===== src/rtl/acc_div_seq.sv =====
// Sequential restoring divider: 16-bit dividend / 8-bit divisor -> 8-bit quotient and remainder.
// Overflow and divide-by-zero results come back in one cycle; normal divisions take 8 CALC cycles.
module acc_div_seq (
    input  logic        clk,
    input  logic        rst_n,
    input  logic        start,
    input  logic [15:0] dividend,
    input  logic [7:0]  divisor,
    output logic        busy,
    output logic        done,
    output logic [7:0]  quotient,
    output logic [7:0]  remainder,
    output logic        ovf,
    output logic        dbz,
    output logic [15:0] op_cnt
);

    typedef enum logic {IDLE, CALC} state_t;

    state_t     state;
    logic [7:0] r;
    logic [7:0] s;
    logic [7:0] dvsr;
    logic [2:0] cnt;

    logic [8:0] t;
    logic [7:0] diff;
    logic       qbit;
    logic [7:0] r_next;
    logic [7:0] s_next;

    // One restoring step. Because r < dvsr, the true difference always fits 8 bits.
    always_comb begin
        // NOTE: every always_comb output is assigned on every path, so no latch can be inferred.
        t      = {r, s[7]};
        qbit   = (t >= {1'b0, dvsr});
        diff   = t[7:0] - dvsr;
        r_next = qbit ? diff : t[7:0];
        s_next = {s[6:0], qbit};
    end

    always_ff @(posedge clk or negedge rst_n) begin
        if (!rst_n) begin
            state     <= IDLE;
            r         <= '0;
            s         <= '0;
            dvsr      <= '0;
            cnt       <= '0;
            busy      <= 1'b0;
            done      <= 1'b0;
            quotient  <= '0;
            remainder <= '0;
            ovf       <= 1'b0;
            dbz       <= 1'b0;
            op_cnt    <= '0;
        end else begin
            // NOTE: state uses non-blocking assignments so every register samples pre-edge values.
            done <= 1'b0;
            case (state)
                IDLE: begin
                    if (start) begin
                        if (divisor == 8'd0) begin
                            quotient  <= '0;
                            remainder <= '0;
                            ovf       <= 1'b0;
                            dbz       <= 1'b1;
                            done      <= 1'b1;
                            op_cnt    <= op_cnt + 16'd1;
                        end else if (dividend[15:8] >= divisor) begin
                            // Quotient would need more than 8 bits: saturate.
                            quotient  <= 8'hFF;
                            remainder <= '0;
                            ovf       <= 1'b1;
                            dbz       <= 1'b0;
                            done      <= 1'b1;
                            op_cnt    <= op_cnt + 16'd1;
                        end else begin
                            r     <= dividend[15:8];
                            s     <= dividend[7:0];
                            dvsr  <= divisor;
                            cnt   <= '0;
                            busy  <= 1'b1;
                            state <= CALC;
                        end
                    end
                end
                CALC: begin
                    r   <= r_next;
                    s   <= s_next;
                    cnt <= cnt + 3'd1;
                    if (cnt == 3'd7) begin
                        quotient  <= s_next;
                        remainder <= r_next;
                        ovf       <= 1'b0;
                        dbz       <= 1'b0;
                        done      <= 1'b1;
                        busy      <= 1'b0;
                        op_cnt    <= op_cnt + 16'd1;
                        state     <= IDLE;
                    end
                end
                default: state <= IDLE;
            endcase
        end
    end

endmodule


===== config.mk =====
export PLATFORM = sky130hd
export DESIGN_NAME = acc_div_seq
export DESIGN_NICKNAME = d
export VERILOG_FILES = /design/src/rtl/acc_div_seq.sv
export SDC_FILE = /design/constraint.sdc
export NUM_CORES = 1
export LEC_CHECK = 0
export BUFFER_PORTS_ARGS = -buffer_cell sky130_fd_sc_hd__buf_2
export CAP_MARGIN = 20
export CORE_AREA = 3 3 91 93
export DETAILED_ROUTE_END_ITERATION = 10
export DIE_AREA = 0 0 94 96
export PLACE_DENSITY = 0.66
export SLEW_MARGIN = 20
export SYNTH_ARGS = -nofsm -noshare
export SYNTH_HDL_FRONTEND = slang
export SYNTH_SLANG_ARGS = --single-unit

===== constraint.sdc =====
create_clock -name clk -period 2.34 [get_ports clk]
set_clock_uncertainty 0.1 [all_clocks]
set_input_delay 0.468 -clock clk [delete_from_list [all_inputs] [get_ports clk]]
set_output_delay 0.468 -clock clk [all_outputs]
set_load 0.02 [all_outputs]

==> results.sh, run 1 <==
export IMPL_status="complete, no violations"
export IMPL_yosys_area_top_type_share_pct=47.06
export IMPL_root_buffer="clkbuf_8"
export IMPL_ys_flop_type="dfrtp_1"
export IMPL_worst_path_max_fanout=3
export IMPL_ant_nets=0
export IMPL_post_place_ws_ns=-0.1623
export IMPL_synth_edff_count=0
export IMPL_internal_power_mw=3.395
export IMPL_register_area_um2=1602
export IMPL_power_density_nw_per_um2=1377
export IMPL_clkTransAtPathRegs_ns=0.08
export IMPL_yosys_register_bits=64
export IMPL_fp_dieH_um=96
export IMPL_period_share_pct=95.09
export IMPL_max_stage_delay_ns=0.42
export IMPL_synth_commonest_cells="64 x dfrtp_1, 40 x nand2_1, 32 x o21ai_0"
export IMPL_fin_cells=521
export IMPL_drt_iter0_drc=147
export IMPL_p_comb_share_pct=50.8
export IMPL_die_area_um2=9024
export IMPL_synth_compound_area_share_pct=11.88
export IMPL_grt_pass1_wl_um=12620
export IMPL_synth_cell_types=43
export IMPL_p_seq_share_pct=32.2
export IMPL_min_period_ns=2.225
export IMPL_relSlewSlack_pct=55.37
export IMPL_max_cap_viol_count=0
export IMPL_cts_tree="built"
export IMPL_drc_errors=0
export IMPL_final_nets=461
export IMPL_cts_buffers=9
export IMPL_final_layout_size_suffix_gt1_share_pct=28.40
export IMPL_fmax_mhz=449.4
export IMPL_synth_simple_area_share_pct=13.82
export IMPL_path_class="flip-flop to flip-flop"
export IMPL_synth_area_top_cells="dfrtp_1 47%, mux2i_1 8.8%, ha_1 7.0%"
export IMPL_setup_viol=0
export IMPL_tightestPinTransition_ns=0.6695
export IMPL_clkPwrFrac_pct=16.9
export IMPL_post_cts_setup_buffer_count=0
export IMPL_synthCells=327
export IMPL_crit_family="adder cells"
export IMPL_grt_pass1_vias=2698
export IMPL_setup_slack_ns=0.1150
export IMPL_synthMuxAreaShare_pct=9.485
export IMPL_routed_via_density=5.138
export IMPL_io_pins=63
export IMPL_grt_max_degree=65
export IMPL_rsz0062_at_grt="yes"
export IMPL_cts_max_level=3
export IMPL_power_switching_mw=2.414
export IMPL_synthArstFlopShare_pct=100.0
export IMPL_final_hold_violation_count=0
export IMPL_synth_largest_area_cell="dfrtp_1"
export IMPL_routedWlPerCell_um=14.84
export IMPL_area_delta_synth_final_pct=23.97
export IMPL_cp_data_arrival_time_ns=2.35
export IMPL_finalWirelength_um=7733
export IMPL_initial_core_util_pct=44.74
export IMPL_grt_use_total_pct=18.13
export IMPL_clockBufferDepth=2
export IMPL_syn_nets=374
export IMPL_synth_yosys_seq_area_share_pct=47.06
export IMPL_drtPass1Iterations=4
export IMPL_power_leakage_nw=2.133
export IMPL_synth_area_per_cell_um2=10.41
export IMPL_critPathRequiredTime_ns=2.47
export IMPL_fill_cells=681
export IMPL_hold_class="primary input to async pin"
export IMPL_critical_path_buf_inv_count=3
export IMPL_synth_top_family_by_area="simple AND/OR/NAND/NOR gates"
export IMPL_vdd_drop_max_v=0.0004854
export IMPL_multi_input_area_um2=1647
export IMPL_dpl_hpwl_um=5807
export IMPL_synth_warning_count=0
export IMPL_clkSinkCount=64
export IMPL_slew_violations=0
export IMPL_worstSetupEndpointType="flip-flop"
export IMPL_antenna_found_initial=0
export IMPL_io_buffers=62
export IMPL_synth_fa_ha_area_share_pct=7.574
export IMPL_synthesis_area_um2=3403
export IMPL_grt_ovfl_total=0
export IMPL_worstSetupStartpointType="flip-flop"
export IMPL_yosys_area_share_xor_xnor_pct=5.147
export IMPL_synth_most_common_cell="dfrtp_1"
export IMPL_vias=2677
export IMPL_clock_latency_ns=0.35
export IMPL_hold_buffers=0
export IMPL_diodes=0
export IMPL_p_sw_share_pct=41.56
export IMPL_die_w_um=94
export IMPL_core_um2=7607
export IMPL_cp_slowest_cell="fa_1"
export IMPL_dp_cells=505
export IMPL_place_congestion=0.8420
export IMPL_crit_chain="inv_1 -> ha_1 -> inv_1 -> fa_1 -> a211oi_2 -> buf_4 -> o21bai_1 -> a21oi_2 -> xnor2_1 -> mux2i_1 -> mux2i_1"
export IMPL_fp_row_count=32
power groups by stage:
stage	logic, mW	clock network, mW	registers [mW]
after floorplan	1.88	0	2.05
after global placement	2.85	0	1.89
after global routing	3.33	1.06	1.93
final	2.95	0.984	1.87
after CTS	2.92	1.01	1.87
after detailed placement	2.91	0	1.89
layer usage:
layer / track usage, % / vias up / routed length [um]
met1: 24.44 / 1283 / 3656
li1: - / 1324 / -
met5: 0 / - / 0
met2: 28.62 / 60 / 3576
met4: 5.295 / 0 / 97
met3: 5.082 / 10 / 402
flip-flops by register name (all words and copies together), names as in the netlist:
register	flops
done	1
dbz	1
s	8
op_cnt	16
r	8
quotient	8
remainder	8
ovf	1
busy	1
cnt	3
dvsr	8
state	1
through the flow:
step                      power [mW]  TNS (ns)  hold slack [ns]  utilization (%)  cell area [um2]
after CTS                      5.803         0          0.01565            55.25             4203
after floorplan                3.926         0          0.07241                -             3403
final                          5.809         0          0.01342            55.46             4219
after global placement         4.735   -0.7466           0.3519            52.55             3998
after detailed placement       4.801    -1.927           0.3599            52.55             3998
after global routing           6.319         0          0.02480            55.46             4219
kinds of logic (layout without fill, tap and decap cells):
family	count (synthesis)	after routing
simple gates	92	92
compound gates	64	64
flops	64	64
buf+inv	35	127
mux	32	32
fa+ha+maj	20	20
xor+xnor	20	20
final timing paths:
path                            start  slack (ns)  depth (start not counted)         end
min in group clk           divisor[0]        0.29                          2     dvsr[0]
max in group asynchronous       rst_n        1.85                          2        r[1]
max                              s[7]        0.12                         11        r[6]
max reg2reg                      s[7]        0.12                         11        r[6]
min reg2reg                op_cnt[15]        0.37                          1  op_cnt[15]
min                             rst_n        0.01                          2  op_cnt[11]
layout make-up:
class	count	area share, %
multi-input combinational	228	39.03
clock inverter	6	1.601
sequential	64	37.96
clock buffer	10	3.262
timing repair buffer	87	12.99
tap	102	3.025
inverter	24	2.135
cells in the final DEF, fill, tap and decap left out, types with 3 or more instances in the layout:
master / n
inv_1: 24
xnor2_1: 7
buf_2: 62
buf_12: 4
clkbuf_8: 10
xor2_1: 13
mux2i_1: 30
dfrtp_1: 64
nor2b_1: 4
a221o_1: 7
nand2b_1: 4
a21oi_2: 3
nand3_1: 6
nor3_1: 5
nand2_1: 40
nand4_1: 5
nor2_1: 11
buf_4: 21
nor4_1: 6
ha_1: 19
a21oi_1: 10
o21ai_0: 32
what timing repair did:
action / CTS / global route
setup endpoints to repair: 0 / 13
hold endpoints to repair: 0 / 0
resized for setup: 0 / 4
No activity file was read; power rests on OpenSTA's default activity.
==> run 2: changes to the inputs <==
--- a/config.mk
+++ b/config.mk
@@ -7,10 +7,12 @@
 export LEC_CHECK = 0
 export BUFFER_PORTS_ARGS = -buffer_cell sky130_fd_sc_hd__buf_2
 export CAP_MARGIN = 20
-export CORE_AREA = 3 3 91 93
+export CELL_PAD_IN_SITES_DETAIL_PLACEMENT = 0
+export CELL_PAD_IN_SITES_GLOBAL_PLACEMENT = 2
+export CORE_AREA = 3 3 103 105
 export DETAILED_ROUTE_END_ITERATION = 10
-export DIE_AREA = 0 0 94 96
-export PLACE_DENSITY = 0.66
+export DIE_AREA = 0 0 106 108
+export PLACE_DENSITY_LB_ADDON = 0.1
 export SLEW_MARGIN = 20
 export SYNTH_ARGS = -nofsm -noshare
 export SYNTH_HDL_FRONTEND = slang
==> run 2 against run 1 <==
Core utilization shrank 11 points. Flip-flop and latch count unchanged. Register-to-register slack better by 0.05 ns. Sequential share of layout area is 0.62 points lower. Total power grew 0.79%. Critical endpoint is now r[7]. Highest routed layer unchanged.
==> results.sh, run 2 (same netlist as run 1, synthesis figures left out) <==
export IMPL_status="complete, no violations"
export IMPL_die_w_um=106
export IMPL_routedWlPerCell_um=15.13
export IMPL_final_nets=468
export IMPL_fmax_mhz=458.9
export IMPL_routed_via_density=4.792
export IMPL_layout_commonest_cell="dfrtp_1"
export IMPL_power_switching_mw=2.441
export IMPL_path_class="flip-flop to flip-flop"
export IMPL_rsz0062_at_grt="no"
export IMPL_hold_class="primary input to async pin"
export IMPL_internal_power_mw=3.414
export IMPL_cp_slowest_cell="dfrtp_1"
export IMPL_clkPwrFrac_pct=16.0
export IMPL_fin_cells=558
export IMPL_io_pins=63
export IMPL_root_buffer="clkbuf_8"
export IMPL_final_hold_violation_count=0
export IMPL_grt_ovfl_total=0
export IMPL_largest_register_ffs=16
export IMPL_max_stage_delay_ns=0.41
export IMPL_p_sw_share_pct=41.69
export IMPL_p_comb_share_pct=52.2
export IMPL_grt_use_total_pct=15.71
export IMPL_setup_viol=0
export IMPL_cts_tree="built"
export IMPL_grt_pass1_vias=2631
export IMPL_clkTransAtPathRegs_ns=0.08
export IMPL_dp_cells=540
export IMPL_drc_errors=0
export IMPL_drtPass1Iterations=4
export IMPL_power_density_nw_per_um2=1365
export IMPL_io_buffers=62
export IMPL_cts_buffers=9
export IMPL_die_area_um2=11450
export IMPL_cp_num_cells=7
export IMPL_fp_row_count=36
export IMPL_min_period_ns=2.179
export IMPL_cp_data_arrival_time_ns=2.29
export IMPL_tightestPinTransition_ns=0.4734
export IMPL_clkSinkCount=64
export IMPL_fp_dieH_um=108
export IMPL_diodes=0
export IMPL_finalWirelength_um=8444
export IMPL_worstSetupEndpointType="flip-flop"
export IMPL_clock_latency_ns=0.33
export IMPL_r2r_cells=7
export IMPL_fill_cells=991
export IMPL_final_cell_mix="64 x dfrtp_1, 62 x buf_2, 40 x nand2_1, 32 x o21ai_0, 30 x mux2i_1"
export IMPL_dpl_hpwl_um=6141
export IMPL_relSlewSlack_pct=68.44
export IMPL_antenna_found_initial=0
export IMPL_critPathRequiredTime_ns=2.45
export IMPL_crit_chain="ha_1 -> a21oi_1 -> o221ai_1 -> a21oi_1 -> buf_4 -> mux2i_1 -> mux2i_1"
export IMPL_cts_max_level=3
export IMPL_top_register="op_cnt"
export IMPL_max_cap_viol_count=0
export IMPL_drt_iter0_drc=145
export IMPL_slew_violations=0
export IMPL_core_um2=9729
export IMPL_initial_core_util_pct=34.98
export IMPL_critical_path_buf_inv_count=1
export IMPL_clockBufferDepth=2
export IMPL_vias=2674
export IMPL_grt_max_degree=65
export IMPL_grt_pass1_wl_um=14010
export IMPL_power_leakage_nw=2.159
export IMPL_ant_nets=0
export IMPL_place_congestion=0.7648
export IMPL_area_delta_synth_final_pct=26.03
export IMPL_worst_path_max_fanout=6
export IMPL_crit_family="compound AO/OA/AOI/OAI gates"
export IMPL_final_layout_size_suffix_gt1_share_pct=30.12
export IMPL_vdd_drop_max_v=0.0004487
export IMPL_p_seq_share_pct=31.8
export IMPL_worstSetupStartpointType="flip-flop"
export IMPL_worst_hold_slack_ns=0.03424
export IMPL_period_share_pct=93.13
-- run 2: cell count changes in the layout (fill, tap and decap cells not counted), sizes merged --
cell,delta
buf,+7
clkinv,+2
clkbuf,-1
clkinvlp,-1
inv,-1
-- run 2: power by group through the flow --
stage | Combinational (mW) | Sequential [mW] | Clock, mW
after CTS | 3.00 | 1.87 | 0.968
after global placement | 2.96 | 1.88 | 0
after global routing | 3.47 | 1.94 | 1.01
after floorplan | 1.88 | 2.05 | 0
final | 3.05 | 1.86 | 0.939
after detailed placement | 2.96 | 1.89 | 0
-- run 2: metrics by stage --
step / instance area, um2 / power [mW] / TNS (ns) / worst slack [ns] / util, %
after global routing: 4289 / 6.420 / 0 / 0.008773 / 44.08
final: 4289 / 5.855 / 0 / 0.1608 / 44.08
after detailed placement: 4054 / 4.845 / -3.596 / -0.1758 / 41.67
after global placement: 4054 / 4.839 / -2.285 / -0.1030 / 41.67
after CTS: 4244 / 5.832 / 0 / 0.009479 / 43.62
after floorplan: 3403 / 3.926 / 0 / 0.07376 / -
-- run 2: routing by layer --
layer / global-route usage, % / vias to the layer above / wire, um
met5: 0 / - / 0
li1: - / 1336 / -
met1: 23.11 / 1271 / 4273
met2: 23.22 / 58 / 3676
met4: 5.273 / 0 / 112
met3: 2.985 / 9 / 382
-- run 2: area by class of cell --
cell class / instances / area [um2] / share of cell area, %
Multi-Input combinational cell: 228 / 1658 / 38.65
Sequential cell: 64 / 1602 / 37.34
Timing Repair Buffer: 94 / 588.1 / 13.71
Tap cell: 133 / 166.4 / 3.880
Inverter: 24 / 90.09 / 2.100
Clock inverter: 6 / 61.31 / 1.429
Clock buffer: 9 / 123.9 / 2.888
-- run 2: final timing paths --
kind                              start            to  slack, ns
max                                r[5]          r[7]       0.16
min                               rst_n  remainder[4]       0.03
max reg2reg                        r[5]          r[7]       0.16
min reg2reg                remainder[5]  remainder[5]       0.37
max in group asynchronous         rst_n       dvsr[1]       1.79
min in group clk             divisor[0]       dvsr[0]       0.32
-- run 2: worst register-to-register path: cells and delay by family (launching register included) --
kind	cells	cell delay, ns
muxes	2	0.40
AOI/OAI and AO/OA	3	0.59
buffers and inverters	1	0.20
adders and majority gates	1	0.36
DFF	1	0.41
-- run 2: what timing repair did --
item | in CTS | in global routing
gates resized for setup | 1 | 7
hold buffers | 0 | 0
pin swaps | 0 | 6
setup buffers | 0 | 3
endpoints found under the setup margin | 2 | 6
cloned | 0 | 0
